<file path="src/rtl/ctrl_data_drain.sv">
// ctrl_data_drain
//   Drains the ctrl/data FIFO pair into a valid/ready stream. Pops are issued only while
//   running and only when the output buffer has room for every read still in flight.
//   This lets the FIFO read latency be absorbed without back-pressuring the FIFO read path.
//   Dropping enable stops new pops. Reads already in flight are still captured and delivered
//   before the block returns to idle.
//
// Ports
//   clk, rst         clock, asynchronous active-high reset
//   enable           1 = run, 0 = stop popping and drain
//   fifo_dout        {ctrl, data} returned by the FIFO
//   fifo_valid       one pulse per pop, READ_LATENCY cycles after the pop
//   fifo_empty       FIFO empty flag
//   fifo_shift_out   pop request (combinational)
//   m_data/m_ctrl    stream payload from the buffer head
//   m_last           m_ctrl[LAST_BIT]
//   m_valid/m_ready  stream handshake
//   busy             FSM not idle
//   err_unexpected   sticky: fifo_valid seen with no read in flight
//
// Optional feature (macro CTRL_DATA_DRAIN_STATS_EN)
//   stat_beats, stat_pkts: wrapping counts of accepted beats and of accepted beats with m_last.
//
// state | meaning
// IDLE  | nothing in flight, buffer empty, no pops
// RUN   | issuing pops while credit allows
// DRAIN | no new pops; waiting for in-flight reads and buffer to empty

module ctrl_data_drain #(
  parameter int DATA_WIDTH   = 32,
  parameter int CTRL_WIDTH   = 32,
  parameter int READ_LATENCY = 1,
  parameter int LAST_BIT     = 0,
  parameter int BUF_DEPTH    = READ_LATENCY + 2
) (
  input  logic                             clk,
  input  logic                             rst,
  input  logic                             enable,
  input  logic [DATA_WIDTH+CTRL_WIDTH-1:0] fifo_dout,
  input  logic                             fifo_valid,
  input  logic                             fifo_empty,
  output logic                             fifo_shift_out,
  output logic [DATA_WIDTH-1:0]            m_data,
  output logic [CTRL_WIDTH-1:0]            m_ctrl,
  output logic                             m_last,
  output logic                             m_valid,
  input  logic                             m_ready,
  output logic                             busy,
  output logic                             err_unexpected
`ifdef CTRL_DATA_DRAIN_STATS_EN
  ,
  output logic [31:0]                      stat_beats,
  output logic [31:0]                      stat_pkts
`endif
);

  localparam int EW = DATA_WIDTH + CTRL_WIDTH;
  localparam int CW = $clog2(BUF_DEPTH + 1);
  localparam int PW = (BUF_DEPTH > 1) ? $clog2(BUF_DEPTH) : 1;
  localparam logic [CW:0]   LP_DEPTH    = (CW + 1)'(BUF_DEPTH);
  localparam logic [PW-1:0] LP_LAST_PTR = PW'(BUF_DEPTH - 1);

  typedef enum logic [1:0] {S_IDLE, S_RUN, S_DRAIN} state_t;

  state_t        r_state;
  logic [EW-1:0] r_mem [BUF_DEPTH];
  logic [PW-1:0] r_wr_ptr;
  logic [PW-1:0] r_rd_ptr;
  logic [CW-1:0] r_occ;
  logic [CW-1:0] r_inflight;
  logic          r_err;

  logic          w_pop;
  logic          w_cap;
  logic          w_stray;
  logic          w_deq;
  logic [CW:0]   w_credit;
  logic [EW-1:0] w_head;

  // Every outstanding read owns a buffer slot, so a capture can never find the buffer full
  // unless the same cycle also dequeues.
  assign w_credit = {1'b0, r_inflight} + {1'b0, r_occ};
  // Gating with enable stops pops in the same cycle enable falls, not one cycle later.
  assign w_pop    = (r_state == S_RUN) && enable && !fifo_empty && (w_credit < LP_DEPTH);
  assign w_cap    = fifo_valid && (r_inflight != '0);
  assign w_stray  = fifo_valid && (r_inflight == '0);
  assign m_valid  = (r_occ != '0);
  assign w_deq    = m_valid && m_ready;

  assign w_head         = r_mem[r_rd_ptr];
  assign m_data         = w_head[DATA_WIDTH-1:0];
  assign m_ctrl         = w_head[EW-1:DATA_WIDTH];
  assign m_last         = m_ctrl[LAST_BIT];
  assign fifo_shift_out = w_pop;
  assign busy           = (r_state != S_IDLE);
  assign err_unexpected = r_err;

  always_ff @(posedge clk or posedge rst) begin
    if (rst) begin
      r_state <= S_IDLE;
    end else begin
      case (r_state)
        S_IDLE:  if (enable) r_state <= S_RUN;
        S_RUN:   if (!enable) r_state <= S_DRAIN;
        S_DRAIN: begin
          if (enable)                                    r_state <= S_RUN;
          else if ((r_inflight == '0) && (r_occ == '0))  r_state <= S_IDLE;
        end
        default: r_state <= S_IDLE;
      endcase
    end
  end

  always_ff @(posedge clk or posedge rst) begin
    if (rst) begin
      for (int i = 0; i < BUF_DEPTH; i++) r_mem[i] <= '0;
      r_wr_ptr   <= '0;
      r_rd_ptr   <= '0;
      r_occ      <= '0;
      r_inflight <= '0;
      r_err      <= 1'b0;
    end else begin
      if (w_cap) begin
        r_mem[r_wr_ptr] <= fifo_dout;
        r_wr_ptr        <= (r_wr_ptr == LP_LAST_PTR) ? '0 : r_wr_ptr + PW'(1);
      end
      if (w_deq) begin
        r_rd_ptr <= (r_rd_ptr == LP_LAST_PTR) ? '0 : r_rd_ptr + PW'(1);
      end
      case ({w_cap, w_deq})
        2'b10:   r_occ <= r_occ + CW'(1);
        2'b01:   r_occ <= r_occ - CW'(1);
        default: r_occ <= r_occ;
      endcase
      case ({w_pop, w_cap})
        2'b10:   r_inflight <= r_inflight + CW'(1);
        2'b01:   r_inflight <= r_inflight - CW'(1);
        default: r_inflight <= r_inflight;
      endcase
      if (w_stray) r_err <= 1'b1;
    end
  end

`ifdef CTRL_DATA_DRAIN_STATS_EN
  logic [31:0] r_stat_beats;
  logic [31:0] r_stat_pkts;

  always_ff @(posedge clk or posedge rst) begin
    if (rst) begin
      r_stat_beats <= '0;
      r_stat_pkts  <= '0;
    end else if (w_deq) begin
      r_stat_beats <= r_stat_beats + 32'd1;
      if (m_last) r_stat_pkts <= r_stat_pkts + 32'd1;
    end
  end

  assign stat_beats = r_stat_beats;
  assign stat_pkts  = r_stat_pkts;
`endif

endmodule

</file>
<file path="config.mk">
export PLATFORM = sky130hd
export DESIGN_NAME = ctrl_data_drain
export DESIGN_NICKNAME = d
export VERILOG_FILES = /design/src/rtl/ctrl_data_drain.sv
export SDC_FILE = /design/constraint.sdc
export NUM_CORES = 1
export LEC_CHECK = 0
export CORE_MARGIN = 3
export CORE_UTILIZATION = 49
export CTS_CLUSTER_DIAMETER = 150
export DETAILED_ROUTE_END_ITERATION = 16
export PLACE_DENSITY = 0.88
export SYNTH_ARGS = -nofsm -noshare
export SYNTH_HDL_FRONTEND = slang
export SYNTH_SLANG_ARGS = --single-unit
export TNS_END_PERCENT = 30
</file>
<file path="constraint.sdc">
create_clock -name clk -period 6.45 [get_ports clk]
set_input_delay 0.645 -clock clk [delete_from_list [all_inputs] [get_ports clk]]
set_output_delay 0.645 -clock clk [all_outputs]
set_load 0.01 [all_outputs]
</file>
Yosys cells after proc, flatten, opt, wreduce, memory -nomap -nowiden
Index checks and enable logic that the tools add are counted.

operators by class
  bitwise operators = 2
  reduce and logical (&&, ||, !) cells = 18
  magnitude comparators = 4
  equal/unequal tests = 11
  add/subtract/negate cells = 7
  muxes and demuxes = 15

operators with widths
  kind                 count
  $bwmux 192           1
  $mux 64              3
  $bmux 64 s2          1
  $demux 64 s2         1
  $mux 2               6
  $eq 2x2->1 const B   5
  $reduce_bool 2->1    5
  $add 2x1->2 const B  4
  $logic_and 1x1->1    8
  $pmux 2 s2           2
  $eq 2x1->1 const B   3
  $ge 3x3->1 const B   2
  $logic_not 2->1      3
  $not 2->3            2
  $pmux 2 s3           1
  $ne 2x2->1 const B   2
  $sub 2x1->2 const B  2
  $add 2x2->3          1
  $lt 3x1->1 const B   1
  $lt 3x2->1 const B   1
  $ne 3x3->1 const B   1
  $reduce_and 3->1     1
  $logic_not 1->1      1

storage, ports and cells
  flip-flop bits (word level) = 203
  word-level logic and storage cells = 66
  output and inout port bits = 69

Logic depth before layout (Yosys ltp)
Gate-level depths: netlist of the first run.

  depth after elaboration = 6
  mapped depth = 8

Worst setup path before layout of the first run
No wires, ideal clock.

  kind = register to output
  start = reg r_rd_ptr[1]
  end = out m_ctrl[0]
  cell stages (with the launch flop) = 7
  arrival = 1573 ps
  setup slack = 4232 ps
  buffers on the path = 4
  path through = dfrtp_1 -> clkbuf_1 -> buf_2 -> buf_2 -> mux2i_1 -> o21ai_0 -> buf_4

between the ends
  word-level cells in the longest chain between the ends = 4

ends and longest elaborated chain
  element                                     RTL line  source
  from (decl)                                 68        logic [PW-1:0] r_rd_ptr;
  from (signal assigned)                      128       r_rd_ptr <= (r_rd_ptr == LP_LAST_PTR) ? '0 : r_rd_ptr + PW'(1);
  $not 2->3 (not written as such)             90        assign w_head = r_mem[r_rd_ptr];
  $bmux 64 s2                                 90
  $mux 64 (not written as such) (2 in a row)  90
  to (decl)                                   44        output logic [CTRL_WIDTH-1:0] m_ctrl,

Every way passes these cells. The select of a mux whose other input is x is not followed.

Worst setup path after layout of the first run
  start = reg r_rd_ptr[0]
  end = out m_data[23]

between the ends
  word-level cells in the longest chain between the ends = 4

ends and longest elaborated chain
  element                                     RTL line  source
  $not 2->3 (not written as such)             90
  $bmux 64 s2                                 90
  $mux 64 (not written as such) (2 in a row)  90
  to (decl)                                   43        output logic [DATA_WIDTH-1:0] m_data,

Every way passes these cells. The select of a mux whose other input is x is not followed.

==> results of run 1 <==
==> cell type report <==
class	instances	area share [%]
inverter	4	0.202
timing repair buffer	147	13.0
multi-input combinational	419	32.9
clock inverter	4	0.202
sequential	203	45.5
clock buffer	31	5.69
tap	229	2.56
==> per-stage QoR <==
step / worst slack, ns / power [W]
after floorplan: 0.266 / 0.00379
after global placement: 2.89 / 0.00479
after detailed placement: 2.82 / 0.00490
after CTS: 2.29 / 0.00608
after global routing: 2.11 / 0.00642
final: 2.32 / 0.00601
==> cells in the mapped netlist <==
cell,number
dfrtp_1,203
mux2_1,146
nand2_1,65
o21ai_0,65
mux2i_1,64
mux2_2,47
buf_2,14
buf_6,11
clkbuf_1,10
buf_4,9
a21o_1,4
inv_1,4
xnor2_1,4
ha_1,3
nor2_1,3
nor3_1,2
or2_2,2
xor2_1,2
a21boi_0,1
a21oi_1,1
and3_1,1
fa_1,1
nand2b_1,1
nand3_1,1
nor2b_1,1
nor3_2,1
nor3b_1,1
nor3b_2,1
o21ai_4,1
o311ai_0,1
==> worst max-delay path by stage <==
stage,start,end,depth (start not counted)
after floorplan,rst,err_unexpected,1
after global placement,r_rd_ptr[0],m_data[7],6
after detailed placement,r_rd_ptr[0],m_data[6],6
after CTS,r_rd_ptr[0],m_data[6],6
after global routing,r_rd_ptr[0],m_data[4],6
final,r_rd_ptr[0],m_data[23],6
==> layer usage <==
metal	routed length, um	vias up	GRT usage [%]
met4	361	0	5.05
li1	-	2610	-
met1	8280	2872	24.3
met2	9110	120	31.9
met3	812	30	3.37
met5	0	-	0
==> state kept, by name (all words and copies together) (netlist names) <==
register	count
r_mem	192
r_inflight	2
r_occ	2
r_rd_ptr	2
r_state	2
r_wr_ptr	2
err_unexpected	1
==> power by group <==
part	leakage (nW)	total (W)	internal [W]	switching [W]
combinational	1.94	0.00258	0.00142	0.00116
clock	0.323	0.00115	0.000679	0.000474
sequential	2.41	0.00228	0.00193	0.000349
total	4.67	0.00601	0.00403	0.00198
==> logic make-up (layout without fill, tap and decap cells) <==
| group | count (synthesis) | in the layout |
|---|---|---|
| buffers and inverters | 48 | 186 |
| adders and majority gates | 4 | 4 |
| xor gates and xnor gates | 6 | 6 |
| muxes | 257 | 257 |
| and+or+nand+nor | 79 | 79 |
| DFF | 203 | 203 |
| AOI/OAI and AO/OA | 73 | 73 |
==> layout by cell type (no fill, tap or decap), types with 2 or more instances in the layout <==
master	n
nor2_1	3
clkinv_2	3
inv_1	3
nor3_1	2
xor2_1	2
ha_1	3
or2_2	2
clkbuf_8	3
xnor2_1	4
mux2_1	146
clkdlybuf4s50_1	138
o21ai_0	65
clkbuf_16	23
clkbuf_1	5
a21o_1	4
dfrtp_1	201
mux2_2	47
buf_4	9
mux2i_1	64
nand2_1	65
==> impl_metrics.toml, run 1 <==
[run_status]
outcome = "complete, no violations"

[clock_network]
clock_latency_ns = 0.49
clockRootBuffer = "clkbuf_16"
postCtsResizedCells = 0
htree_levels = 1
cts.clk_slew.worst_paths_ns = 0.06
post_cts.repair.setup_buffers = 0
cts_hold_buf = 0
cts_tree = "yes"
cts_num_sinks = 203
cts_buffers = 22
clockBufferDepth = 3

[place]
gp_congestion = 0.732
dp_hpwl_um = 11400
numPortBuffers = 138
placed_cell_area_mm2 = 0.0105
dp.cells = 1002

[critical_path]
regToRegSetupSlack_ns = 4.22
crit_buf_inv = 3
cp_common_cell = "buf_4"
cp.required_ns = 5.80
worstPathCellList = "buf_4 > nor2b_4 > buf_4 > nand2_1 > o21ai_0 > clkdlybuf4s50_1"
worstSetupPathType = "reg -> out"
start_kind = "flip-flop"
max_stage_delay_ns = 0.77
crit_slowest_cell = "nor2b_4"
worstSetupEndpointType = "output pin"
reg2reg_to = "r_mem[122]"
ff2ff_path_depth = 4
arrival_ns = 3.48
crit_family = "buffers and inverters"
r2r_start = "r_inflight[1]"
critPathMaxFanout = 67

[synthesis]
synthAdderAreaFrac_pct = 0.637
synth_area_leaders = "dfrtp_1 (56%), mux2_1 (18%), mux2i_1 (7.1%)"
synth-seq-cells = 203
muxShareOfSynthArea_pct = 31.1
ys_seq_area_share_pct = 56.2
avgSynthCellArea_um2 = 13.5
synth_compound_area_share_pct = 4.34
yosysUniqueCellTypes = 30
synth_area_mm2 = 0.00904
synth_top_family_by_area = "multiplexers"
synth-simple-area-share_pct = 3.67
yosysTopAreaCellShare_pct = 56.2
syn_nets = 744
synth_top_cell_by_area = "dfrtp_1"
synth-xor-area-share_pct = 0.581
yosysWarnings = 0
synth_cells = 670

[route]
post_drt_wl_per_cell_um = 17.9
via_count = 5632
initialDrtViolationCount = 150
via_per_inst = 5.43
postRouteWirelength_um = 18600
drtAntennaViolNets = 0
drc = 0
firstDrtPassIters = 4

[cells_and_area]
syn2layout_area_growth_pct = 23.6
register_area_mm2 = 0.00508
final_nets = 871
final_cells = 1037
diodes = 0
multi_input_area_mm2 = 0.00367
finalCoreUtilization_pct = 62.0
fin_area_mm2 = 0.0112
drive_above_1_share_pct = 11.9
fill_cells = 1408

[worst_hold_path]
hold_path_end = "r_mem[163]"
worstHoldStart = "r_mem[163]"
hold_path_depth = 1
min_path_type = "reg -> reg"

[run]
maxCapViolations = 0

[sta]
min_period_ns = 4.13
setup_tns_ns = 0
slew_headroom_pct = 26.2
finalSetupViolations = 0
hold_viol = 0
max_freq_mhz = 242
tightestPinTransition_ns = 1.11
finalClockSkew_ns = 0.00553
hold_slack_ns = 0.482
rsz0062_at_grt = "no"
final.period_utilization_pct = 64.0
maxSlewViolCount = 0

[floorplan]
io_pins = 139
core_area_mm2 = 0.0180
fp.dieH_um = 142
start_util_pct = 50.2
num_rows = 49
die-area_mm2 = 0.0201
die_x_um = 142

[global_routing]
antenna_found_initial = 0
grt_max_degree = 140
grt_pass1_wl_um = 30800
grt_pass1_vias = 6103
grt_use_total_pct = 18.5
overflow = 0

[power]
leakage_nw = 4.67
powerDensity_mw_per_mm2 = 538
irDropWorstVdd_mv = 0.329
No activity file was read; power rests on OpenSTA's default activity.
==> inputs of run 2 (changes only) <==
Settings changed: CORE_UTILIZATION 49 to 54, PLACE_DENSITY 0.88 to 0.91.
Clock period 6.45 ns to 4.1 ns, I/O delays scaled along.
==> run 2 against run 1 <==
Via count rose by 2.6%; clock power rose by 57%; flip-flop and latch count did not move; critical path depth fell by 2; count of clock-buffer cells in the layout rose by 4; power rose by 59%; largest cell class unchanged; sequential share of layout area fell by 0.17 points; combinational power rose by 57%; highest routed layer unchanged; sequential power rose by 63%; non-clock buffer count rose by 2; first-iteration DRC count rose by 41%; critical endpoint is now m_ctrl[0].
==> impl_metrics.toml, run 2 (same netlist as run 1, synthesis figures left out) <==
[critical_path]
arrival_ns = 2.95
crit_family = "flip-flops"
cp.required_ns = 3.69
critPathMaxFanout = 52
crit_slowest_cell = "dfrtp_4"
worstSetupPathType = "reg -> out"
worstSetupEndpointType = "output pin"
crit_buf_inv = 2
worstPathCellList = "buf_4 > mux2i_1 > o21ai_0 > clkdlybuf4s50_1"
max_stage_delay_ns = 1.04
start_kind = "flip-flop"

[sta]
final.period_utilization_pct = 81.8
hold_viol = 0
rsz0062_at_grt = "no"
finalClockSkew_ns = 0.00537
max_freq_mhz = 298
min_period_ns = 3.36
finalSetupViolations = 0
slew_headroom_pct = 36.7
fin_ws_ns = 0.745
maxSlewViolCount = 0
tightestPinTransition_ns = 0.950
setup_tns_ns = 0

[clock_network]
cts_num_sinks = 203
clock_latency_ns = 0.48
cts.clk_slew.worst_paths_ns = 0.06
htree_levels = 1
clockBufferDepth = 3
cts_tree = "yes"
cts_buffers = 22
postCtsResizedCells = 0
post_cts.repair.setup_buffers = 0
clockRootBuffer = "clkbuf_16"
cts_hold_buf = 0

[global_routing]
grt_use_total_pct = 21.8
antenna_found_initial = 0
grt_pass1_wl_um = 32500
overflow = 0
grt_pass1_vias = 6505
grt_max_degree = 88

[power]
leakage_nw = 4.68
irDropWorstVdd_mv = 0.510
powerDensity_mw_per_mm2 = 853

[place]
pre_cts_ws_ns = 1.25
dp_hpwl_um = 12600
gp_congestion = 0.792
dp.cells = 991
numPortBuffers = 138

[worst_hold_path]
min_path_type = "in -> async"

[run_status]
outcome = "complete, no violations"

[route]
postRouteWirelength_um = 19700
via_per_inst = 5.62
post_drt_wl_per_cell_um = 19.2
drtAntennaViolNets = 0
drc = 0
via_count = 5778
initialDrtViolationCount = 211
firstDrtPassIters = 6

[floorplan]
die-area_mm2 = 0.0183
num_rows = 46
start_util_pct = 56.1
core_area_mm2 = 0.0161
die_x_um = 135
fp.dieH_um = 135
io_pins = 139

[cells_and_area]
top_register = "r_mem"
drive_above_1_share_pct = 11.9
final_nets = 873
final_cells = 1029
diodes = 0
mostFrequentLayoutCells = "dfrtp_1 (201), mux2_1 (146), clkdlybuf4s50_1 (138), nand2_1 (65), o21ai_0 (65)"
final_common_cell = "dfrtp_1"
largest_register_ffs = 192
syn2layout_area_growth_pct = 24.0
finalCoreUtilization_pct = 69.6

[run]
maxCapViolations = 0
-- run 2: area by class of cell --
class / count / area [um2]
clock buffer: 35 / 651
clock inverter: 3 / 17.5
fill: 1087 / 4900
inverter: 4 / 18.8
multi-input combinational: 419 / 3670
sequential: 203 / 5080
tap: 216 / 270
timing repair buffer: 149 / 1500
-- run 2: routing by layer --
layer | up-vias | global-route usage, % | wire length, um | part of all wire (%)
met5 | - | 0 | 0 | 0
met4 | 0 | 6.16 | 442 | 2.2
met3 | 35 | 2.97 | 701 | 3.6
met2 | 119 | 40.2 | 10600 | 54
met1 | 3009 | 26.8 | 8030 | 41
li1 | 2615 | - | - | -
-- run 2: through the flow --
step | hold slack, ns | area [um2] | total power (W)
floorplan | 0.452 | 9050 | 0.00596
global placement | 0.443 | 10500 | 0.00752
detailed placement | 0.458 | 10500 | 0.00780
CTS | 0.476 | 11200 | 0.00967
global route | 0.493 | 11200 | 0.0101
finish | 0.471 | 11200 | 0.00956
-- run 2: path summary, 6_finish.rpt --
check                                 endpoint  cells after the start  slack [ns]      startpoint
min in group clk                err_unexpected                      1        0.47  err_unexpected
worst min-delay path                 r_mem[24]                      2        0.47             rst
max in group asynchronous            r_mem[52]                      3        2.72             rst
worst min register to register  err_unexpected                      1        0.47  err_unexpected
worst max-delay path                 m_ctrl[0]                      4        0.74     r_rd_ptr[1]
worst max register to register   r_inflight[1]                      7        1.91   r_inflight[0]
-- run 2: report_power, final --
part	switching (W)	total (W)	internal, W
registers	0.000682	0.00371	0.00303
logic	0.00178	0.00404	0.00225
clock network	0.000730	0.00181	0.00108
total	0.00320	0.00956	0.00637
==> inputs of run 3 (changes only) <==
Settings changed: CORE_UTILIZATION 54 to 49, PLACE_DENSITY 0.91 to 0.88.
Clock period 4.1 ns to 2.9 ns, I/O delays scaled along.
==> run 3 against run 2 <==
Die area grew 9.7%; critical path depth up 1; worst hold slack worse by 0.33 ns; clock power increased by 38%; sequential power is 38% higher; non-clock buffer count increased by 3; largest power group unchanged; setup slack got worse by 0.61 ns.
==> impl_metrics.toml, run 3 (same netlist as run 1, synthesis figures left out) <==
[global_routing]
antenna_found_initial = 0
grt_use_total_pct = 18.9
grt_pass1_wl_um = 31300
grt_pass1_vias = 6126
overflow = 0
grt_max_degree = 84

[route]
via_per_inst = 5.40
top_layer = "met4"
firstDrtPassIters = 4
post_drt_wl_per_cell_um = 18.0
drtAntennaViolNets = 0
initialDrtViolationCount = 261
wl_met1_um = 8080
via_count = 5631
wl_met3_um = 809
postRouteWirelength_um = 18800
drc = 0
dr_wl_met2_um = 9540

[critical_path]
r2r_start = "r_inflight[0]"
worstSetupEndpointType = "output pin"
arrival_ns = 2.47
regToRegSetupSlack_ns = 0.83
ff2ff_path_depth = 7
reg2reg_to = "r_inflight[1]"
cp.required_ns = 2.61
critPathMaxFanout = 47
start_kind = "flip-flop"
worstSetupPathType = "reg -> out"

[cells_and_area]
largest_register_ffs = 192
syn2layout_area_growth_pct = 24.9
diodes = 0
final_cells = 1042
mostFrequentLayoutCells = "dfrtp_1 (201), mux2_1 (146), clkdlybuf4s50_1 (138), nand2_1 (65), o21ai_0 (65)"
drive_above_1_share_pct = 12.2
top_register = "r_mem"
final_common_cell = "dfrtp_1"
final_nets = 875
finalCoreUtilization_pct = 62.6

[clock_network]
postCtsResizedCells = 0
clock_latency_ns = 0.47
cts_hold_buf = 0
cts_num_sinks = 203
post_cts.repair.setup_buffers = 0
clockBufferDepth = 3
cts_buffers = 21
clockRootBuffer = "clkbuf_16"
cts_tree = "yes"
htree_levels = 1
cts.clk_slew.worst_paths_ns = 0.06

[sta]
rsz0062_at_grt = "no"
hold_viol = 0
setup_tns_ns = 0
maxSlewViolCount = 0
max_freq_mhz = 362
slew_headroom_pct = 52.1
min_period_ns = 2.76
finalSetupViolations = 0
fin_ws_ns = 0.138
hold_slack_ns = 0.142
final.period_utilization_pct = 95.2
tightestPinTransition_ns = 0.719
finalClockSkew_ns = 0.00375

[place]
dp.cells = 1007
gp_congestion = 0.736
pre_cts_ws_ns = 0.646
numPortBuffers = 138
dp_hpwl_um = 12000

[worst_hold_path]
min_path_type = "in -> async"

[floorplan]
die-area_mm2 = 0.0201
io_pins = 139
num_rows = 49
start_util_pct = 50.2
core_area_mm2 = 0.0180
fp.dieH_um = 142
die_x_um = 142

[run]
maxCapViolations = 0

[power]
irDropWorstVdd_mv = 0.745
powerDensity_mw_per_mm2 = 1190
leakage_nw = 4.71

[run_status]
outcome = "complete, no violations"
## run 3: routing by layer
| metal | vias up | global-route usage [%] |
|---|---|---|
| met5 | - | 0 |
| met4 | 0 | 4.70 |
| met3 | 33 | 2.46 |
| met2 | 119 | 33.3 |
| met1 | 2847 | 25.0 |
| li1 | 2632 | - |
## run 3: cell type report
cell class | count | area [um2]
fillers | 1366 | 6740
flip-flops and latches | 203 | 5080
multi-input cells | 419 | 3670
repair buffers | 152 | 1590
clock buffers | 34 | 634
well taps | 229 | 287
inverters | 4 | 18.8
clock inverters | 1 | 5.00
## run 3: how the worst max path moves through the flow
stage / to / cells after the start / slack (ns) / startpoint
after CTS: m_data[0] / 5 / 0.11 / r_rd_ptr[1]
final: m_data[0] / 5 / 0.14 / r_rd_ptr[1]
after global placement: fifo_shift_out / 5 / 0.65 / r_inflight[0]
after floorplan: err_unexpected / 1 / -0.02 / rst
after detailed placement: fifo_shift_out / 5 / 0.65 / r_inflight[0]
after global routing: m_ctrl[7] / 4 / 0.02 / r_rd_ptr[1]
## run 3: power breakdown
part / leakage (nW) / internal (W) / switching, W
sequential: 2.41 / 0.00429 / 0.000827
combinational: 1.99 / 0.00324 / 0.00255
clock: 0.314 / 0.00148 / 0.00101
total: 4.71 / 0.00901 / 0.00439
## run 3: critical path, stage by stage (launching register included)
cell and delay [ns]:
dfrtp_4 0.66, nor2b_4 0.21, buf_12 0.27, nand2_1 0.09, o21ai_0 0.14, clkdlybuf4s50_1 0.60
## run 3: per-stage QoR
step           cell area, um2  power, W
2_1_floorplan            9050   0.00843
3_3_place_gp            10700    0.0108
6_report                11300    0.0134
5_1_grt                 11300    0.0143
4_1_cts                 11300    0.0136
3_5_place_dp            10700    0.0110
